$ cat src/rtl/polar_pkg.sv
// Shared definitions for the SC polar decoder partial-sum control path:
// datapath state codes, controller FSM states and the bit-index width.
package polar_pkg;

    localparam int PS_STATE_WIDTH    = 10;
    localparam int ID_COUNTER_WIDTH  = 10;
    localparam int PS_MAX_CAL_PASSES = 512;

    localparam logic [PS_STATE_WIDTH-1:0] PS_IDLE    = 10'd0;
    localparam logic [PS_STATE_WIDTH-1:0] PS_NEW_BIT = 10'd16;
    localparam logic [PS_STATE_WIDTH-1:0] PS_READ    = 10'd32;
    localparam logic [PS_STATE_WIDTH-1:0] PS_CAL     = 10'd64;

    typedef enum logic [2:0] {
        S_IDLE,
        S_NEW,
        S_READ,
        S_CAL,
        S_DONE
    } ps_ctrl_state_t;

endpackage

$ cat src/rtl/ps_pass_watchdog.sv
// Counts CAL_AND_STORE passes for the bit in flight and raises a sticky
// error when the datapath fails to report finish within the pass budget.
module ps_pass_watchdog #(
    parameter int MAX_PASSES = 512,
    parameter int CNT_W      = $clog2(MAX_PASSES + 1)
) (
    input  logic clk,
    input  logic reset,
    input  logic clear_cnt_i,
    input  logic cal_active_i,
    input  logic cal_fin_i,
    input  logic clear_err_i,
    output logic expire_o,
    output logic error_o
);

    localparam logic [CNT_W-1:0] LAST_PASS = CNT_W'(MAX_PASSES - 1);

    logic [CNT_W-1:0] pass_cnt_q, pass_cnt_d;
    logic             error_q, error_d;

    // The pass that would reach the budget without finish is the one that aborts.
    always_comb begin
        expire_o = cal_active_i && !cal_fin_i && (pass_cnt_q == LAST_PASS);
    end

    always_comb begin
        pass_cnt_d = pass_cnt_q;
        if (clear_cnt_i) begin
            pass_cnt_d = '0;
        end else if (cal_active_i) begin
            pass_cnt_d = pass_cnt_q + 1'b1;
        end
    end

    always_comb begin
        error_d = error_q;
        if (clear_err_i) begin
            error_d = 1'b0;
        end else if (expire_o) begin
            error_d = 1'b1;
        end
    end

    always_ff @(posedge clk or posedge reset) begin
        if (reset) begin
            pass_cnt_q <= '0;
            error_q    <= 1'b0;
        end else begin
            pass_cnt_q <= pass_cnt_d;
            error_q    <= error_d;
        end
    end

    assign error_o = error_q;

endmodule

$ cat src/rtl/partial_sum_controller.sv
// Sequences the partial-sum datapath one decided bit at a time:
// NEW_BIT_STORE -> (READ -> CAL_AND_STORE)* until the datapath reports finish.
module partial_sum_controller
    import polar_pkg::*;
#(
    parameter int                     STATE_WIDTH      = PS_STATE_WIDTH,
    parameter logic [STATE_WIDTH-1:0] PS_IDLE_CODE     = STATE_WIDTH'(PS_IDLE),
    parameter logic [STATE_WIDTH-1:0] PS_NEW_BIT_CODE  = STATE_WIDTH'(PS_NEW_BIT),
    parameter logic [STATE_WIDTH-1:0] PS_READ_CODE     = STATE_WIDTH'(PS_READ),
    parameter logic [STATE_WIDTH-1:0] PS_CAL_CODE      = STATE_WIDTH'(PS_CAL),
    parameter int                     ID_COUNTER_WIDTH = polar_pkg::ID_COUNTER_WIDTH,
    parameter int                     MAX_CAL_PASSES   = PS_MAX_CAL_PASSES
) (
    input  logic                        clk,
    input  logic                        reset,
    input  logic                        frame_start_i,
    input  logic                        bit_valid_i,
    input  logic                        bit_data_i,
    output logic                        bit_ready_o,
    output logic [STATE_WIDTH-1:0]      state_o,
    output logic                        new_bit_data_o,
    output logic [ID_COUNTER_WIDTH-1:0] id_counter_value_o,
    input  logic                        cal_fin_i,
    output logic                        ps_done_o,
    output logic                        frame_done_o,
    output logic                        error_o
);

    localparam logic [ID_COUNTER_WIDTH-1:0] LAST_ID = '1;

    ps_ctrl_state_t fsm_q, fsm_d;

    logic                        new_bit_q, new_bit_d;
    logic [ID_COUNTER_WIDTH-1:0] id_q, id_d;
    logic                        ps_done_q, ps_done_d;
    logic                        frame_done_q, frame_done_d;
    logic                        frame_active_q, frame_active_d;

    logic accept;
    logic start_ok;
    logic last_bit;
    logic cal_active;
    logic expire;
    logic error;

    // A frame_start in the same cycle as an offered bit takes priority.
    assign start_ok   = frame_start_i && (fsm_q == S_IDLE);
    assign accept     = bit_valid_i && bit_ready_o && !frame_start_i;
    assign last_bit   = (id_q == LAST_ID);
    assign cal_active = (fsm_q == S_CAL);

    ps_pass_watchdog #(
        .MAX_PASSES (MAX_CAL_PASSES)
    ) u_watchdog (
        .clk          (clk),
        .reset        (reset),
        .clear_cnt_i  (accept),
        .cal_active_i (cal_active),
        .cal_fin_i    (cal_fin_i),
        .clear_err_i  (start_ok),
        .expire_o     (expire),
        .error_o      (error)
    );

    always_ff @(posedge clk or posedge reset) begin
        if (reset) begin
            fsm_q <= S_IDLE;
        end else begin
            fsm_q <= fsm_d;
        end
    end

    always_comb begin
        fsm_d = fsm_q;
        case (fsm_q)
            S_IDLE: begin
                if (accept) begin
                    fsm_d = S_NEW;
                end
            end
            // The last bit of a frame feeds no later bit, so no partial sums.
            S_NEW:  fsm_d = last_bit ? S_DONE : S_READ;
            S_READ: fsm_d = S_CAL;
            S_CAL: begin
                if (cal_fin_i) begin
                    fsm_d = S_DONE;
                end else if (expire) begin
                    fsm_d = S_IDLE;
                end else begin
                    fsm_d = S_READ;
                end
            end
            S_DONE:  fsm_d = S_IDLE;
            default: fsm_d = S_IDLE;
        endcase
    end

    always_comb begin
        state_o     = PS_IDLE_CODE;
        bit_ready_o = (fsm_q == S_IDLE) && frame_active_q && !error;
        case (fsm_q)
            S_NEW:   state_o = PS_NEW_BIT_CODE;
            S_READ:  state_o = PS_READ_CODE;
            S_CAL:   state_o = PS_CAL_CODE;
            default: state_o = PS_IDLE_CODE;
        endcase
    end

    always_comb begin
        new_bit_d      = accept ? bit_data_i : new_bit_q;
        id_d           = id_q;
        frame_active_d = frame_active_q;
        if (start_ok) begin
            id_d           = '0;
            frame_active_d = 1'b1;
        end else if (fsm_q == S_DONE) begin
            id_d = id_q + 1'b1;
            if (last_bit) begin
                frame_active_d = 1'b0;
            end
        end else if (expire) begin
            frame_active_d = 1'b0;
        end
        // Completion pulses are registered so they line up with the S_DONE cycle.
        ps_done_d    = (fsm_d == S_DONE);
        frame_done_d = (fsm_d == S_DONE) && last_bit;
    end

    always_ff @(posedge clk or posedge reset) begin
        if (reset) begin
            new_bit_q      <= 1'b0;
            id_q           <= '0;
            ps_done_q      <= 1'b0;
            frame_done_q   <= 1'b0;
            frame_active_q <= 1'b0;
        end else begin
            new_bit_q      <= new_bit_d;
            id_q           <= id_d;
            ps_done_q      <= ps_done_d;
            frame_done_q   <= frame_done_d;
            frame_active_q <= frame_active_d;
        end
    end

    assign new_bit_data_o     = new_bit_q;
    assign id_counter_value_o = id_q;
    assign ps_done_o          = ps_done_q;
    assign frame_done_o       = frame_done_q;
    assign error_o            = error;

endmodule
$ cat config.mk
export PLATFORM = sky130hd
export DESIGN_NAME = partial_sum_controller
export DESIGN_NICKNAME = d
export VERILOG_FILES = /design/src/rtl/polar_pkg.sv /design/src/rtl/ps_pass_watchdog.sv /design/src/rtl/partial_sum_controller.sv
export SDC_FILE = /design/constraint.sdc
export NUM_CORES = 1
export LEC_CHECK = 0
export CAP_MARGIN = 20
export CORE_ASPECT_RATIO = 1.25
export CORE_MARGIN = 2
export CORE_UTILIZATION = 40
export DETAILED_ROUTE_END_ITERATION = 7
export PLACE_DENSITY = 0.73
export SLEW_MARGIN = 0
export SYNTH_ARGS = -nofsm -noshare
export SYNTH_HDL_FRONTEND = slang
export SYNTH_SLANG_ARGS = --single-unit
$ cat constraint.sdc
create_clock -name clk -period 2 [get_ports clk]
set_input_delay 0.4 -clock clk [delete_from_list [all_inputs] [get_ports clk]]
set_output_delay 0.4 -clock clk [all_outputs]
set_load 0.1 [all_outputs]
Yosys cells after proc, flatten, opt, wreduce, memory -nomap -nowiden

Cells that the tools add are included.

Bits in registers: 28
Bits of input ports: 6
Output and inout bits: 25
Logic and storage cells: 51

$add $sub $neg: 2
Eq/ne operators: 8
Multiplexer cells: 16
Reductions and logical operators: 17

Operators by type and width:

| operator                                        | count |
|---|---|
| two-way mux 10 bit                              | 4 |
| case mux 7 bit (3 select lines)                 | 1 |
| adder 10 x 1 -> 10 bit (second input constant)  | 2 |
| case mux 3 bit (4 select lines)                 | 1 |
| == test 10 bit (second input constant)          | 1 |
| == test 10 x 9 -> 1 bit (second input constant) | 1 |
| two-way mux 3 bit                               | 3 |
| logical AND 1 bit                               | 8 |
| == test 3 x 2 -> 1 bit (second input constant)  | 2 |
| == test 3 bit (second input constant)           | 2 |
| two-way mux 1 bit                               | 6 |
| nonzero test 2 bit                              | 3 |
| == test 3 x 1 -> 1 bit (second input constant)  | 1 |
| logical NOT 1 bit                               | 3 |
| logical NOT 3 bit                               | 1 |
| inequality test 3 bit (second input constant)   | 1 |
| nonzero test 3 bit                              | 1 |
| two-way mux 2 bit                               | 1 |
| AND reduction 2 bit                             | 1 |

Logic depth before layout (Yosys ltp)

Gate-level depths: netlist of run 1.

Depth in word-level cells: 9
Gate-level depth with buffers: 6

Modules after synthesis

From an unflattened synthesis of run 1, not the netlist that was laid out.

Cell total of the unflattened synthesis: 150
Area total of the unflattened synthesis: 1521.5 um2

By module, submodules not included:

| module                 | instances | cells an instance | area each (um2) | sequential area each (um2) |
|---|---|---|---|---|
| partial_sum_controller | 1         | 96                | 958.4           | 425.4 |
| ps_pass_watchdog       | 1         | 54                | 563.0           | 275.3 |

Worst setup path before layout of run 1

No wires, ideal clock.

Path type: register to register
Start: register fsm_q[1]
End: register fsm_q[0]
Setup time: 0.078 ns
Data arrival time: 3.192 ns
Data required time: 1.922 ns
Slack: -1.270 ns
Cell stages (with the launch flop): 4
Cells stage by stage: dfrtp_1 > buf_4 > nor3b_1 > or2_2

Longest elaborated chain between the ends: 7
Elaborated cells on any way between the ends: 10
Those cells by class: eq/ne: 3; mux: 2; reduce/logical: 5

Ends and longest elaborated chain:

| item                              | line                                                        | RTL |
|---|---|---|
| start, declared                   | partial_sum_controller.sv:31                                | `ps_ctrl_state_t fsm_q, fsm_d;` |
| start signal, assigned            | partial_sum_controller.sv:69                                | `fsm_q <= fsm_d;` |
| logical NOT 3 bit                 | partial_sum_controller.sv:75, partial_sum_controller.sv:100 |  |
| logical AND 1 bit (2 in series)   | partial_sum_controller.sv:100                               | `bit_ready_o = (fsm_q == S_IDLE) && frame_active_q && !error;` |
| logical AND 1 bit (2 in series)   | partial_sum_controller.sv:48                                | `assign accept = bit_valid_i && bit_ready_o && !frame_start_i;` |
| two-way mux 3 bit                 | partial_sum_controller.sv:77                                | `if (accept) begin` |
| case mux 3 bit (4 select lines) * | partial_sum_controller.sv:75                                | `case (fsm_q)` |
| net fsm_d[0]                      | partial_sum_controller.sv:31                                |  |

The timed path passes the listed nets; every way through them passes the cells marked *.
A chain may end at the register's enable or synchronous reset.

Worst setup path after layout of run 1

Start: register fsm_q[0]
End: output port state_o[4]

Longest elaborated chain between the ends: 2
Elaborated cells on any way between the ends: 4
Those cells by class: eq/ne: 3; mux: 1

Ends and longest elaborated chain:

| item                                                             | line                          | RTL |
|---|---|---|
| == test 3 x 2 -> 1 bit or == test 3 x 1 -> 1 bit (tied branches) | partial_sum_controller.sv:101 | `case (fsm_q)` |
| case mux 7 bit (3 select lines) *                                | partial_sum_controller.sv:101 |  |
| end, declared                                                    | partial_sum_controller.sv:20  | `output logic [STATE_WIDTH-1:0] state_o,` |

Mark *: on every way between the ends. The rest lies on a longest branch, timed or not.

==> flow_summary.ini, run 1 <==
[synth]
ys_warn_count = 0
synth_seq_cells = 28
synthCells = 150
syn_area_per_cell_um2 = 9.884
ys.flop_type = dfrtp_1
synth_cell_type_count = 39
ys_seq_area_share_pct = 47.26
async_flop_share_pct = 100.0
synth_area_leaders = dfrtp_1 47%, nand2_1 4.3%, buf_4 4.1%
synth_most_common_cell = dfrtp_1
syn-cell-area_um2 = 1483
synth_top_area_share_pct = 47.26
synthTopCellsByCount = 28 x dfrtp_1, 17 x nand2_1, 11 x nor2_1, 9 x nand3_1, 9 x o21ai_1
synth_area_leader_cell = dfrtp_1
synth_edf_count = 0

[route]
antenna_left = 0
first_pass_iters = 4
drt_iter0_markers = 35
viasPerCell = 5.314
wirelength_um = 3148
route.vias.total = 1169
routedWlPerCell_um = 14.31
route.detailed.drc = 0

[worst_setup_path]
startpoint_type = register
cp.required_ns = 1.60
path_class = register to output port
rr_endpoint = fsm_q[1]
r2r_slack_ns = 0.30
r2r-start = fsm_q[0]
worst-path-max-fanout = 6
reg2reg_depth = 5
cp-end-kind = output port
arrival_ns = 1.53

[power]
peakVddDrop_v = 0.001064
powerDensity_nw_per_um2 = 1445
p_total_uw = 2734
p_leak_uw = 0.0008841

[grt]
grt_max_degree = 29
grt_usage_pct = 16.49
antenna_found_initial = 0
overflow = 0
grt_pass1_vias = 1192
grt_pass1_wl_um = 5416

[place]
dp_slack_ns = 0.04672
portBuffers = 23
gp_congestion = 0.8297
dpl.hpwl_um = 2332

[sta]
finalSetupTns_ns = 0
hold_slack_ns = 0.4758
slew_violations = 0
fin_ws_ns = 0.06822
hold_viol_final = 0
fmax_ghz = 0.5177
setup_viol = 0
post-route-period-util_pct = 96.59
fin_crit_ns = 1.932
finalClockSkew_ns = 0.006141
rsz0062_at_grt = false

[clocking]
clk_latency_ns = 0.28
numCtsBuffers = 3
cts.sinks = 28
clockBufferDepth = 2
cts_tree = yes
hold_buffers = 0
clkTransAtPathRegs_ns = 0.10
ctsHtreeMaxLevel = 1
cts_root_buf = clkbuf_8

[floorplanning]
coreArea_um2 = 3513
initial_core_util_pct = 42.20
placementRows = 24
die_area_um2 = 4213
die_y_um = 72.07
top_level_ports = 31
fp.dieW_um = 58.46

[final_layout]
nets = 190
n_antenna_cell = 0
syn2layout_area_growth_pct = 27.59
fin_util_pct = 53.85
layout-drive-gt1-share_pct = 27.07

[min_path]
hp-class = input port to async pin

[flow_run]
maxCapViolCount = 0

[status]
status = finished, final reports clean
-- worst max-delay path: stages (launching register included) --
cell and delay [ns]:
dfrtp_2 0.47, or3b_2 0.52, inv_2 0.10, buf_12 0.17
-- flip-flops by register name (all words and copies together) (netlist names) --
| signal | flops |
|---|---|
| new_bit_data_o | 1 |
| u_watchdog.error_o | 1 |
| id_counter_value_o | 10 |
| ps_done_o | 1 |
| frame_done_o | 1 |
| u_watchdog.pass_cnt_q | 10 |
| frame_active_q | 1 |
| fsm_q | 3 |
-- placed cells by master, fill, tap and decap left out, drive strengths merged, types with 2 or more instances in the layout --
cell,n
nor3b,3
buf,28
xor2,4
clkdlybuf4s50,5
mux2i,2
clkbuf,4
o21ai,13
xnor2,6
nand3b,2
ha,2
nor2,11
nand2,17
nand3,9
nand4,3
or3b,3
nor4,2
inv,6
conb,7
and3,6
a21oi,6
nor3,4
dfrtp,28
-- worst max-delay path by stage --
| stage | from | slack (ns) | cells past startpoint | end |
|---|---|---|---|---|
| after global placement | cal_fin_i | 0.07 | 5 | fsm_q[1] |
| after CTS | fsm_q[2] | 0.05 | 3 | state_o[4] |
| after floorplan | fsm_q[1] | 0.009 | 3 | state_o[4] |
| after global routing | fsm_q[0] | 0.02 | 3 | state_o[4] |
| final | fsm_q[0] | 0.07 | 3 | state_o[4] |
| after detailed placement | cal_fin_i | 0.05 | 5 | fsm_q[1] |
-- kinds of logic (layout without fill, tap and decap cells) --
kind of cell	count (synthesis)	in the layout	synth area share, %
and+or+nand+nor	67	67	27.43
DFF	28	28	47.26
AOI/OAI and AO/OA	21	21	7.679
buffers and inverters	18	43	7.679
xor gates and xnor gates	10	10	5.907
muxes	3	3	2.110
adders and majority gates	2	2	1.687
other	1	7	0.2529
-- through the flow --
stage / instance area [um^2] / instances
after global routing: 1892 / 220
final: 1892 / 220
after detailed placement: 1789 / 211
after global placement: 1789 / 211
after floorplan: 1521 / 156
after CTS: 1886 / 220
-- power breakdown --
| group | internal [uW] | leakage, uW | total (uW) | switching (uW) |
|---|---|---|---|---|
| combinational | 502 | 0.000492 | 1520 | 1020 |
| sequential | 710 | 0.000363 | 861 | 151 |
| clock | 176 | 0.0000288 | 352 | 176 |
-- routing by layer --
layer | GRT usage [%] | share of wire, %
met4 | 4.651 | 0.73
met2 | 29.21 | 53
met3 | 2.317 | 2.9
met5 | 0 | 0
met1 | 20.64 | 43
-- cell type report --
class,instances,area (um^2)
clock buffer,4,55.05
tap,39,48.80
sequential,28,708.2
fill,333,1622
multi-input combinational,110,709.4
timing repair buffer,33,347.8
inverter,6,22.52
-- repair_timing --
action	CTS	global route
gates resized for setup	3	2
setup endpoints to repair	1	2
buffers inserted	5	0
hold endpoints to repair	0	0
No activity file was read; power rests on OpenSTA's default activity.
==> run 2, diff against run 1 <==
--- a/config.mk
+++ b/config.mk
@@ -7,7 +7,6 @@
 export LEC_CHECK = 0
 export CAP_MARGIN = 20
 export CORE_ASPECT_RATIO = 1.25
-export CORE_MARGIN = 2
 export CORE_UTILIZATION = 40
 export DETAILED_ROUTE_END_ITERATION = 7
 export PLACE_DENSITY = 0.73
==> flow_summary.ini, run 2 (synthesized netlist as in run 1, its figures left out) <==
[final_layout]
layout-drive-gt1-share_pct = 26.11
final_common_cell = dfrtp_1
n_antenna_cell = 0
fin_cells = 219
final_cell_mix = 22 x dfrtp_1, 20 x buf_4, 17 x nand2_1
syn2layout_area_growth_pct = 26.67
nets = 189

[power]
powerDensity_nw_per_um2 = 1437
p_sw_share_pct = 48.84
p_seq_share_pct = 31.7
switching_power_uw = 1318
p_int_uw = 1380
power.share.clock_pct = 12.7
p_leak_uw = 0.0008823
peakVddDrop_v = 0.0009108
combPwrFrac_pct = 55.6

[worst_setup_path]
crit_chain = or3b_2, inv_1, buf_12
worst_path_largest_cell_delay_ns = 0.49
arrival_ns = 1.53
reg2reg_depth = 6
worst-path-buf-inv = 2
slowest_stage = or3b_2
cp-end-kind = output port
critPathTopFamily = simple AND/OR/NAND/NOR gates
rr_endpoint = frame_active_q
r2r_slack_ns = 0.24
worst-path-max-fanout = 6
r2r-start = fsm_q[2]
startpoint_type = register
cp.required_ns = 1.60
path_class = register to output port

[grt]
grt_usage_pct = 16.28
grt_max_degree = 29
grt_pass1_vias = 1175
grt_pass1_wl_um = 5216
overflow = 0
antenna_found_initial = 0

[route]
viasPerCell = 5.174
drt_iter0_markers = 64
route.detailed.drc = 0
routedWlPerCell_um = 13.55
first_pass_iters = 4
wirelength_um = 2967
antenna_left = 0
route.vias.total = 1133

[clocking]
cts_tree = yes
ctsHtreeMaxLevel = 1
cts_root_buf = clkbuf_8
clockBufferDepth = 2
clk_latency_ns = 0.27
hold_buffers = 0
cts.sinks = 28
numCtsBuffers = 3
clkTransAtPathRegs_ns = 0.09

[sta]
slew_violations = 0
finalSetupTns_ns = 0
finalClockSkew_ns = 0.001731
fin_crit_ns = 1.926
hold_viol_final = 0
setup_viol = 0
post-route-period-util_pct = 96.29
rsz0062_at_grt = false
fmax_ghz = 0.5193

[floorplanning]
top_level_ports = 31
die_area_um2 = 3956
die_y_um = 70.07
fp.dieW_um = 56.46
coreArea_um2 = 3513
placementRows = 24
initial_core_util_pct = 42.20

[place]
portBuffers = 23
gp_congestion = 0.8120
dpl.hpwl_um = 2194
dp_cells = 211

[status]
status = finished, final reports clean

[min_path]
hp-class = input port to async pin

[flow_run]
maxCapViolCount = 0
## run 2: worst min-delay path, stage by stage
cell             delay [ns]
clkdlybuf4s50_1        0.40
inv_1                  0.06
buf_4                  0.32
## run 2: worst max-delay path by stage
stage,cells past startpoint,endpoint,startpoint,slack [ns]
floorplan,3,state_o[4],fsm_q[1],0.009
global placement,5,fsm_q[1],cal_fin_i,0.07
detailed placement,5,fsm_q[1],cal_fin_i,0.05
CTS,3,state_o[4],fsm_q[0],0.007
global route,3,state_o[4],fsm_q[0],0.02
finish,3,state_o[4],fsm_q[0],0.07
## run 2: layout make-up
type | instances | area, um^2
Clock buffer | 4 | 55.05
Timing Repair Buffer | 32 | 340.3
Tap cell | 39 | 48.80
Inverter | 6 | 22.52
Sequential cell | 28 | 708.2
Multi-Input combinational cell | 110 | 703.2
Fill cell | 335 | 1635
## run 2: per-stage QoR
step                total power (uW)  cell area [um^2]  hold slack (ns)  setup WS [ns]  util [%]
global route                    2849              1878           0.5364        0.02054     53.45
global placement                2275              1777           0.4740        0.07185     50.57
floorplan                       1959              1521           0.4652       0.009021         -
CTS                             2718              1877           0.5142       0.007344     53.42
detailed placement              2302              1777           0.4991        0.05185     50.57
finish                          2698              1878           0.4925        0.07420     53.45
## run 2: layer usage
metal	vias up	wire, um	global-route usage (%)
li1	561	-	-
met3	2	88	1.667
met4	0	14	4.878
met5	-	0	0
met1	550	1255	20.45
met2	20	1608	29.02
## run 2: power by group through the flow
stage	registers, uW	clock network [uW]	logic [uW]
floorplan	1090	0	873
global placement	888	0	1390
detailed placement	902	0	1400
CTS	856	357	1510
global route	877	385	1590
finish	856	342	1500
## run 2: timing repair
action	CTS	global route
resized for setup	2	1
pin swaps	0	0
buffers inserted	4	0
endpoints found under the setup margin	1	1
gates cloned	0	0
endpoints found under the hold margin	0	0
==> run 3, diff against run 2 <==
--- a/config.mk
+++ b/config.mk
@@ -9,6 +9,7 @@
 export CORE_ASPECT_RATIO = 1.25
 export CORE_UTILIZATION = 40
 export DETAILED_ROUTE_END_ITERATION = 7
+export GPL_ROUTABILITY_DRIVEN = 0
 export PLACE_DENSITY = 0.73
 export SLEW_MARGIN = 0
 export SYNTH_ARGS = -nofsm -noshare
==> results of run 3 <==
Final layout, timing and power as in run 2 (identical DEF).
